### src/rtl/prescaled_counter_pkg.sv
// ---------------------------------------------------------------------------
// prescaled_counter_pkg
// Shared constants and helpers for the prescaled up/down counter slice.
//   CLK_HZ     : system clock frequency (PYNQ-Z2, 125 MHz)
//   MODE_WRAP  : counter wraps modulo 2^WIDTH at the terminal value
//   MODE_SAT   : counter holds at the terminal value
//   pre_w(div) : width of the prescaler register for a given divide ratio
// ---------------------------------------------------------------------------
package prescaled_counter_pkg;

    localparam int CLK_HZ    = 125_000_000;
    localparam int MODE_WRAP = 0;
    localparam int MODE_SAT  = 1;

    // max(1, $clog2(div)): a divide-by-1 or divide-by-2 prescaler still needs
    // one bit so the register never collapses to zero width.
    function automatic int pre_w(input int div);
        return (div <= 2) ? 1 : $clog2(div);
    endfunction

endpackage

### src/rtl/prescaler_tick.sv
// ---------------------------------------------------------------------------
// prescaler_tick
// Free-running divide-by-DIV prescaler that issues a one-cycle enable strobe
// instead of a derived clock. The strobe is combinational so the consumer
// acts on the same edge that wraps the prescaler.
//   clk     in  : system clock
//   rst     in  : asynchronous reset, active-high (prescaler -> 0)
//   en      in  : 1 = prescaler advances, 0 = prescaler holds
//   clr_pre in  : synchronous restart of the prescale period
//   strobe  out : high while en=1 and the prescaler sits on its last count
// ---------------------------------------------------------------------------
module prescaler_tick
    import prescaled_counter_pkg::*;
#(
    parameter int DIV = 12_500_000
) (
    input  logic clk,
    input  logic rst,
    input  logic en,
    input  logic clr_pre,
    output logic strobe
);

    localparam int             PW   = pre_w(DIV);
    localparam logic [PW-1:0]  LAST = PW'(DIV - 1);

    logic [PW-1:0] pre;

    assign strobe = en && (pre == LAST);

    // NOTE: sequential state uses non-blocking assignments so every register
    // samples the pre-edge values of its neighbours.
    always_ff @(posedge clk or posedge rst) begin
        if (rst) begin
            pre <= '0;
        end else if (clr_pre) begin
            pre <= '0;
        end else if (en) begin
            if (strobe) begin
                pre <= '0;
            end else begin
                pre <= pre + PW'(1);
            end
        end
    end

endmodule

### src/rtl/prescaled_updown_counter.sv
// ---------------------------------------------------------------------------
// prescaled_updown_counter
// Up/down counter advanced by an internal prescaler strobe; everything runs on
// clk. Wraps or saturates at the terminal value depending on MODE_SAT.
// Optional feature macro: CNT_LOAD_EN adds the load/load_val parallel load.
//   clk      in  : system clock, 125 MHz
//   rst      in  : asynchronous reset, active-high
//   en       in  : 1 = prescaler runs, 0 = prescaler and count frozen
//   dir      in  : 1 = count up, 0 = count down (sampled at the strobe)
//   clr      in  : synchronous clear to INIT, restarts the prescale period
//   load     in  : synchronous parallel load (CNT_LOAD_EN only)
//   load_val in  : value for load (CNT_LOAD_EN only)
//   count    out : current count
//   tick     out : one-cycle pulse in the cycle after the count stepped
//   tc       out : one-cycle terminal-count pulse, aligned with tick
// ---------------------------------------------------------------------------
module prescaled_updown_counter
    import prescaled_counter_pkg::CLK_HZ, prescaled_counter_pkg::MODE_WRAP;
#(
    parameter int               WIDTH    = 4,
    parameter int               DIV      = CLK_HZ / 10,
    parameter logic [WIDTH-1:0] INIT     = WIDTH'(4'hF),
    parameter int               MODE_SAT = 0
) (
    input  logic             clk,
    input  logic             rst,
    input  logic             en,
    input  logic             dir,
    input  logic             clr,
`ifdef CNT_LOAD_EN
    input  logic             load,
    input  logic [WIDTH-1:0] load_val,
`endif
    output logic [WIDTH-1:0] count,
    output logic             tick,
    output logic             tc
);

    localparam bit SATURATE = (MODE_SAT != MODE_WRAP);

    logic             strobe;
    logic             clr_pre;
    logic             do_load;
    logic [WIDTH-1:0] load_data;
    logic             at_terminal;
    logic [WIDTH-1:0] next_count;

`ifdef CNT_LOAD_EN
    assign do_load   = load;
    assign load_data = load_val;
`else
    assign do_load   = 1'b0;
    assign load_data = INIT;
`endif

    // A load restarts the prescale period just like a clear does.
    assign clr_pre = clr | do_load;

    prescaler_tick #(
        .DIV     (DIV)
    ) u_prescaler (
        .clk     (clk),
        .rst     (rst),
        .en      (en),
        .clr_pre (clr_pre),
        .strobe  (strobe)
    );

    // NOTE: every output of a combinational block gets a default first so no
    // path through it can leave a latch behind.
    always_comb begin
        at_terminal = dir ? (count == '1) : (count == '0);
        next_count  = count;
        if (!(SATURATE && at_terminal)) begin
            next_count = dir ? (count + WIDTH'(1)) : (count - WIDTH'(1));
        end
    end

    // Priority: rst > clr > load > strobe. A strobe coinciding with clr or
    // load is dropped, so tick/tc stay low on that edge.
    always_ff @(posedge clk or posedge rst) begin
        if (rst) begin
            count <= INIT;
            tick  <= 1'b0;
            tc    <= 1'b0;
        end else if (clr) begin
            count <= INIT;
            tick  <= 1'b0;
            tc    <= 1'b0;
        end else if (do_load) begin
            count <= load_data;
            tick  <= 1'b0;
            tc    <= 1'b0;
        end else begin
            tick <= strobe;
            tc   <= strobe && at_terminal;
            if (strobe) begin
                count <= next_count;
            end
        end
    end

endmodule

### config.mk
export PLATFORM = sky130hd
export DESIGN_NAME = prescaled_updown_counter
export DESIGN_NICKNAME = d
export VERILOG_FILES = /design/src/rtl/prescaled_counter_pkg.sv /design/src/rtl/prescaler_tick.sv /design/src/rtl/prescaled_updown_counter.sv
export SDC_FILE = /design/constraint.sdc
export NUM_CORES = 1
export LEC_CHECK = 0
export CORE_MARGIN = 2
export CORE_UTILIZATION = 45
export CTS_CLUSTER_DIAMETER = 60
export DETAILED_ROUTE_END_ITERATION = 8
export PLACE_DENSITY = 0.61
export SYNTH_ARGS = -nofsm -noshare
export SYNTH_HDL_FRONTEND = slang
export SYNTH_SLANG_ARGS = --single-unit
### constraint.sdc
create_clock -name clk -period 2.6 [get_ports clk]
set_input_delay 0.52 -clock clk [delete_from_list [all_inputs] [get_ports clk]]
set_output_delay 0.52 -clock clk [all_outputs]
set_load 0.02 [all_outputs]
After elaboration in Yosys (flattened, before gate mapping)
Index checks and enable logic that the tools add are counted.

cells by class
  add/sub/neg operators = 3
  equal/unequal tests = 2
  multiplexer cells = 9
  reduce and logical (&&, ||, !) cells = 5

operator list
  operator                                           number
  2-to-1 mux 24 bit                                  3
  adder 24 x 1 -> 24 bit (second input constant)     1
  == test 24 bit (second input constant)             1
  2-to-1 mux 4 bit                                   3
  adder 4 x 1 -> 4 bit (second input constant)       1
  == test 4 bit (second input constant)              1
  logical NOT 4 bit                                  1
  nonzero test 2 bit                                 2
  subtractor 4 x 1 -> 4 bit (second input constant)  1
  2-to-1 mux 1 bit                                   3
  logical AND 1 bit                                  2

word-level totals
  bits in registers = 30
  input bits = 5
  output and inout bits = 6
  logic and storage cells = 23

Depth between registers and ports, before layout
Gate-level depths: netlist of run 1.

  depth after elaboration = 5
  gate-level depth with buffers = 7
  gate-level depth less buffers = 6

Cells and area by module
Synthesis of run 1 repeated with hierarchy kept, for this count alone.

second synthesis, totals
  cell total of the unflattened synthesis = 199
  area, all modules = 1810.5 sq um

by module, submodules not included
  module                    times used  cells each  area an instance (sq um)  sequential area each (sq um)
  prescaler_tick            1           165         1452.6                    600.6
  prescaled_updown_counter  1           34          357.8                     155.1

Least setup slack after synthesis of run 1
OpenSTA, ideal clock, no wires.

  path type = input -> register
  start = input port clr
  end = register u_prescaler.pre[23]
  library setup time = 77 ps
  arrival time = 2097 ps
  required time = 2523 ps
  path slack = 425 ps
  cell stages on the path = 6
  buffers on the path = 2
  cells stage by stage = buf_2 -> o2111ai_1 -> or4_1 -> clkbuf_1 -> or4_1 -> a21oi_1

on the way
  cells in the longest elaborated chain, start to end = 1
  elaborated cells between the ends (all ways) = 2

RTL lines
  element                                                         RTL line                        RTL
  start, declared                                                 prescaled_updown_counter.sv:29  input logic clr,
  2-to-1 mux 24 bit / nonzero test 2 bit (equally long branches)  n/a
  end signal, assigned                                            prescaler_tick.sv:42            pre <= pre + PW'(1);
  end, declared                                                   prescaler_tick.sv:27            logic [PW-1:0] pre;

Parallel ways exist; a longest one is shown, timed or not.
A chain may end at the register's enable or synchronous reset.

Worst setup path in the final report of run 1
  start = input port en
  end = register u_prescaler.pre[17]

on the way
  cells in the longest elaborated chain, start to end = 4
  elaborated cells between the ends (all ways) = 5

RTL lines
  element            RTL line                        RTL
  start, declared    prescaled_updown_counter.sv:27  input logic en,
  logical AND 1 bit  prescaler_tick.sv:29            assign strobe = en && (pre == LAST);
  2-to-1 mux 24 bit  prescaler_tick.sv:39            if (strobe) begin
  2-to-1 mux 24 bit  prescaler_tick.sv:38            end else if (en) begin
  2-to-1 mux 24 bit  prescaler_tick.sv:36            end else if (clr_pre) begin

Parallel ways exist; a longest one is shown, timed or not. The select of a mux whose other input is x is not followed.

==> results.sh, run 1 <==
export IMPL_outcome="complete, no violations"
export IMPL_ys_seq_elements=30
export IMPL_period_share_pct=87.59
export IMPL_dp_cells=251
export IMPL_rsz0062_at_grt="false"
export IMPL_hold_viol=0
export IMPL_slew_viol_final=0
export IMPL_drt_pass1_iter_count=4
export IMPL_grt_max_degree=31
export IMPL_hpwl_um=2884
export IMPL_syn_area_um2=1690
export IMPL_r2r_start="u_prescaler.pre[6]"
export IMPL_rows=22
export IMPL_slew_headroom_pct=71.86
export IMPL_hold_buffers=0
export IMPL_seq_area_frac_synth_pct=44.71
export IMPL_p_per_area_nw_per_um2=454.5
export IMPL_port_buffers=10
export IMPL_postRouteAntennaNets=0
export IMPL_avgViaCountPerCell=5.834
export IMPL_yosysTopAreaCell="dfrtp_1"
export IMPL_grt_pass1_vias=1472
export IMPL_cts_buffers=5
export IMPL_synth_nets=195
export IMPL_antenna_found_initial=0
export IMPL_use_met1_pct=27.59
export IMPL_final_nets=219
export IMPL_gp_congestion=0.9300
export IMPL_clkSinkCount=30
export IMPL_cp_startpoint="en"
export IMPL_routed_via_count=1511
export IMPL_max_vdd_ir_drop_mv=0.2835
export IMPL_fin_util_pct=55.41
export IMPL_fill_cells=358
export IMPL_io_pins=11
export IMPL_finalWirelength_um=3933
export IMPL_path_clk_slew_ps=60
export IMPL_hp_start="count[3]"
export IMPL_power_uw=915.0
export IMPL_synth_cells=186
export IMPL_busiest_layer="met2"
export IMPL_overflow=0
export IMPL_async_reset_ff_share_pct=100.0
export IMPL_cp_end_kind="register"
export IMPL_die_w_um=65.29
export IMPL_critPathLaunchType="input port"
export IMPL_worst_pin_slew_ps=418.8
export IMPL_met2_usage_pct=36.35
export IMPL_p_leak_nw=0.7738
export IMPL_fin_cells=259
export IMPL_ys_warn_count=0
export IMPL_yosysUniqueCellTypes=37
export IMPL_clock_skew_ps=6.199
export IMPL_clock_latency_ps=290
export IMPL_grt_usage_pct=22.07
export IMPL_die_area_um2=4263
export IMPL_grt_use_met3_pct=5.651
export IMPL_cp_max_fo=7
export IMPL_wl_per_cell_um=15.19
export IMPL_maxCapViolCount=0
export IMPL_cts_tree="done"
export IMPL_cp_arrival_ps=2480
export IMPL_syn_to_final_growth_pct=19.10
export IMPL_synth_ff_type="dfrtp_1"
export IMPL_critPathKind="input port to register"
export IMPL_drc_errors=0
export IMPL_synth_edf_count=0
export IMPL_clockBufferDepth=2
export IMPL_synthTopCellsByArea="dfrtp_1 38%, dfstp_2 6.2%, xnor2_1 4.1%, nor2_1 4.0%, a21oi_1 3.8%"
export IMPL_core_area_um2=3633
export IMPL_grt_pass1_wl_um=6982
export IMPL_diodes=0
export IMPL_final_layout_size_suffix_gt1_share_pct=14.22
export IMPL_tns_ps=0
export IMPL_worstHoldPathType="register to register"
export IMPL_syn_area_per_cell_um2=9.088
export IMPL_cts_setup_buffers=0
export IMPL_cts_htree_levels=2
export IMPL_setup_viol=0
export IMPL_ctsResizeCount=0
export IMPL_clockRootBuffer="clkbuf_8"
export IMPL_dr_first_iter_drc_count=61
export IMPL_min_period_ps=2277
export IMPL_required_ps=2810
export IMPL_post_synth_top_area_fraction_pct=38.49
export IMPL_die_h_um=65.29
export IMPL_whs_ps=532.7
export IMPL_max_freq_mhz=439.1
export IMPL_start_util_pct=46.52
-- Yosys cell counts, types with 3 or more instances --
master    number
xor2_1         5
nor2_1        18
o21ai_0       11
nand2_1       11
buf_2          3
nand4_1        7
inv_1          5
ha_1           3
dfstp_2        4
a21oi_1       13
xnor2_1        8
nor4_1         5
nand3_1       12
clkbuf_1       3
and3_1         5
dfrtp_1       26
nor3_1         8
or3_1          9
or4_1          7
-- cells in the final DEF, fill, tap and decap left out, types with 8 or more instances in the layout --
cell and count:
dfrtp_1 26, a21oi_1 13, nand3_1 12, clkdlybuf4s50_1 10, xnor2_1 8, nand2_1 11
nor2_1 18, or3_1 9, nor3_1 8, o21ai_0 11, buf_4 15
-- layout make-up --
type / count / area [um2] / share of cell area, %
clock buffers: 7 / 86.33 / 4.288
clock inverters: 1 / 5.005 / 0.2486
inverters: 5 / 18.77 / 0.9323
multi-input cells: 143 / 874.6 / 43.44
flip-flops and latches: 30 / 755.7 / 37.54
well taps: 48 / 60.06 / 2.983
repair buffers: 25 / 212.7 / 10.57
-- path summary, 6_finish.rpt --
| path | endpoint | slack (ps) | depth (start not counted) |
|---|---|---|---|
| setup / recovery | u_prescaler.pre[17] | 320 | 6 |
| hold / removal | count[3] | 530 | 2 |
| setup reg to reg | u_prescaler.pre[5] | 350 | 5 |
| hold reg to reg | count[3] | 530 | 2 |
| max in group asynchronous | count[3] | 1670 | 3 |
| min in group asynchronous | u_prescaler.pre[23] | 620 | 3 |
-- metal layers --
| layer | up-vias | routed length [um] |
|---|---|---|
| li1 | 731 | - |
| met1 | 747 | 1742 |
| met3 | 6 | 160 |
| met2 | 27 | 1958 |
| met4 | 0 | 72 |
| met5 | - | 0 |
-- through the flow --
| stage | area [um2] | worst slack (ps) |
|---|---|---|
| after floorplan | 1690 | 425.2 |
| after global placement | 1922 | 93.03 |
| after detailed placement | 1922 | 55.95 |
| after CTS | 2013 | 324.8 |
| after global routing | 2013 | 171.7 |
| final | 2013 | 322.8 |
-- worst max-delay path: stages --
cell and delay (ps):
clkdlybuf4s50_1 570, o2111ai_1 180, or4_1 530, buf_4 180, or3_1 340, a21oi_1 160
-- report_power, final --
group          leakage [nW]  switching, mW  internal (mW)  total, mW
sequential            0.404        0.00271          0.469      0.472
clock                0.0482          0.178          0.213      0.391
combinational         0.321         0.0305         0.0210     0.0515
-- state kept, by name, indices dropped and copies added, names as in the netlist --
register         cells
count                4
u_prescaler.pre     24
tick                 1
tc                   1
-- cells by family (layout without fill, tap and decap cells) --
logic type / count (synthesis) / count (layout) / synth area share (%)
DFF: 30 / 30 / 44.71
muxes: 1 / 1 / 0.5922
adders and majority gates: 4 / 4 / 3.405
and+or+nand+nor: 90 / 90 / 28.57
AOI/OAI and AO/OA: 35 / 35 / 12.44
xor gates and xnor gates: 13 / 13 / 6.736
buffers and inverters: 13 / 38 / 3.552
(Power assumes the default switching activity.)
==> run 2: changes to the inputs <==
- TNS_END_PERCENT: default -> 1
==> results of run 2 <==
Same layout as run 1: the final DEF is identical, and so are final timing and power.
==> run 3: changes to the inputs <==
- CTS_CLUSTER_DIAMETER: 60 -> default
==> results of run 3 <==
Same layout as run 1: the final DEF is identical, and so are final timing and power.
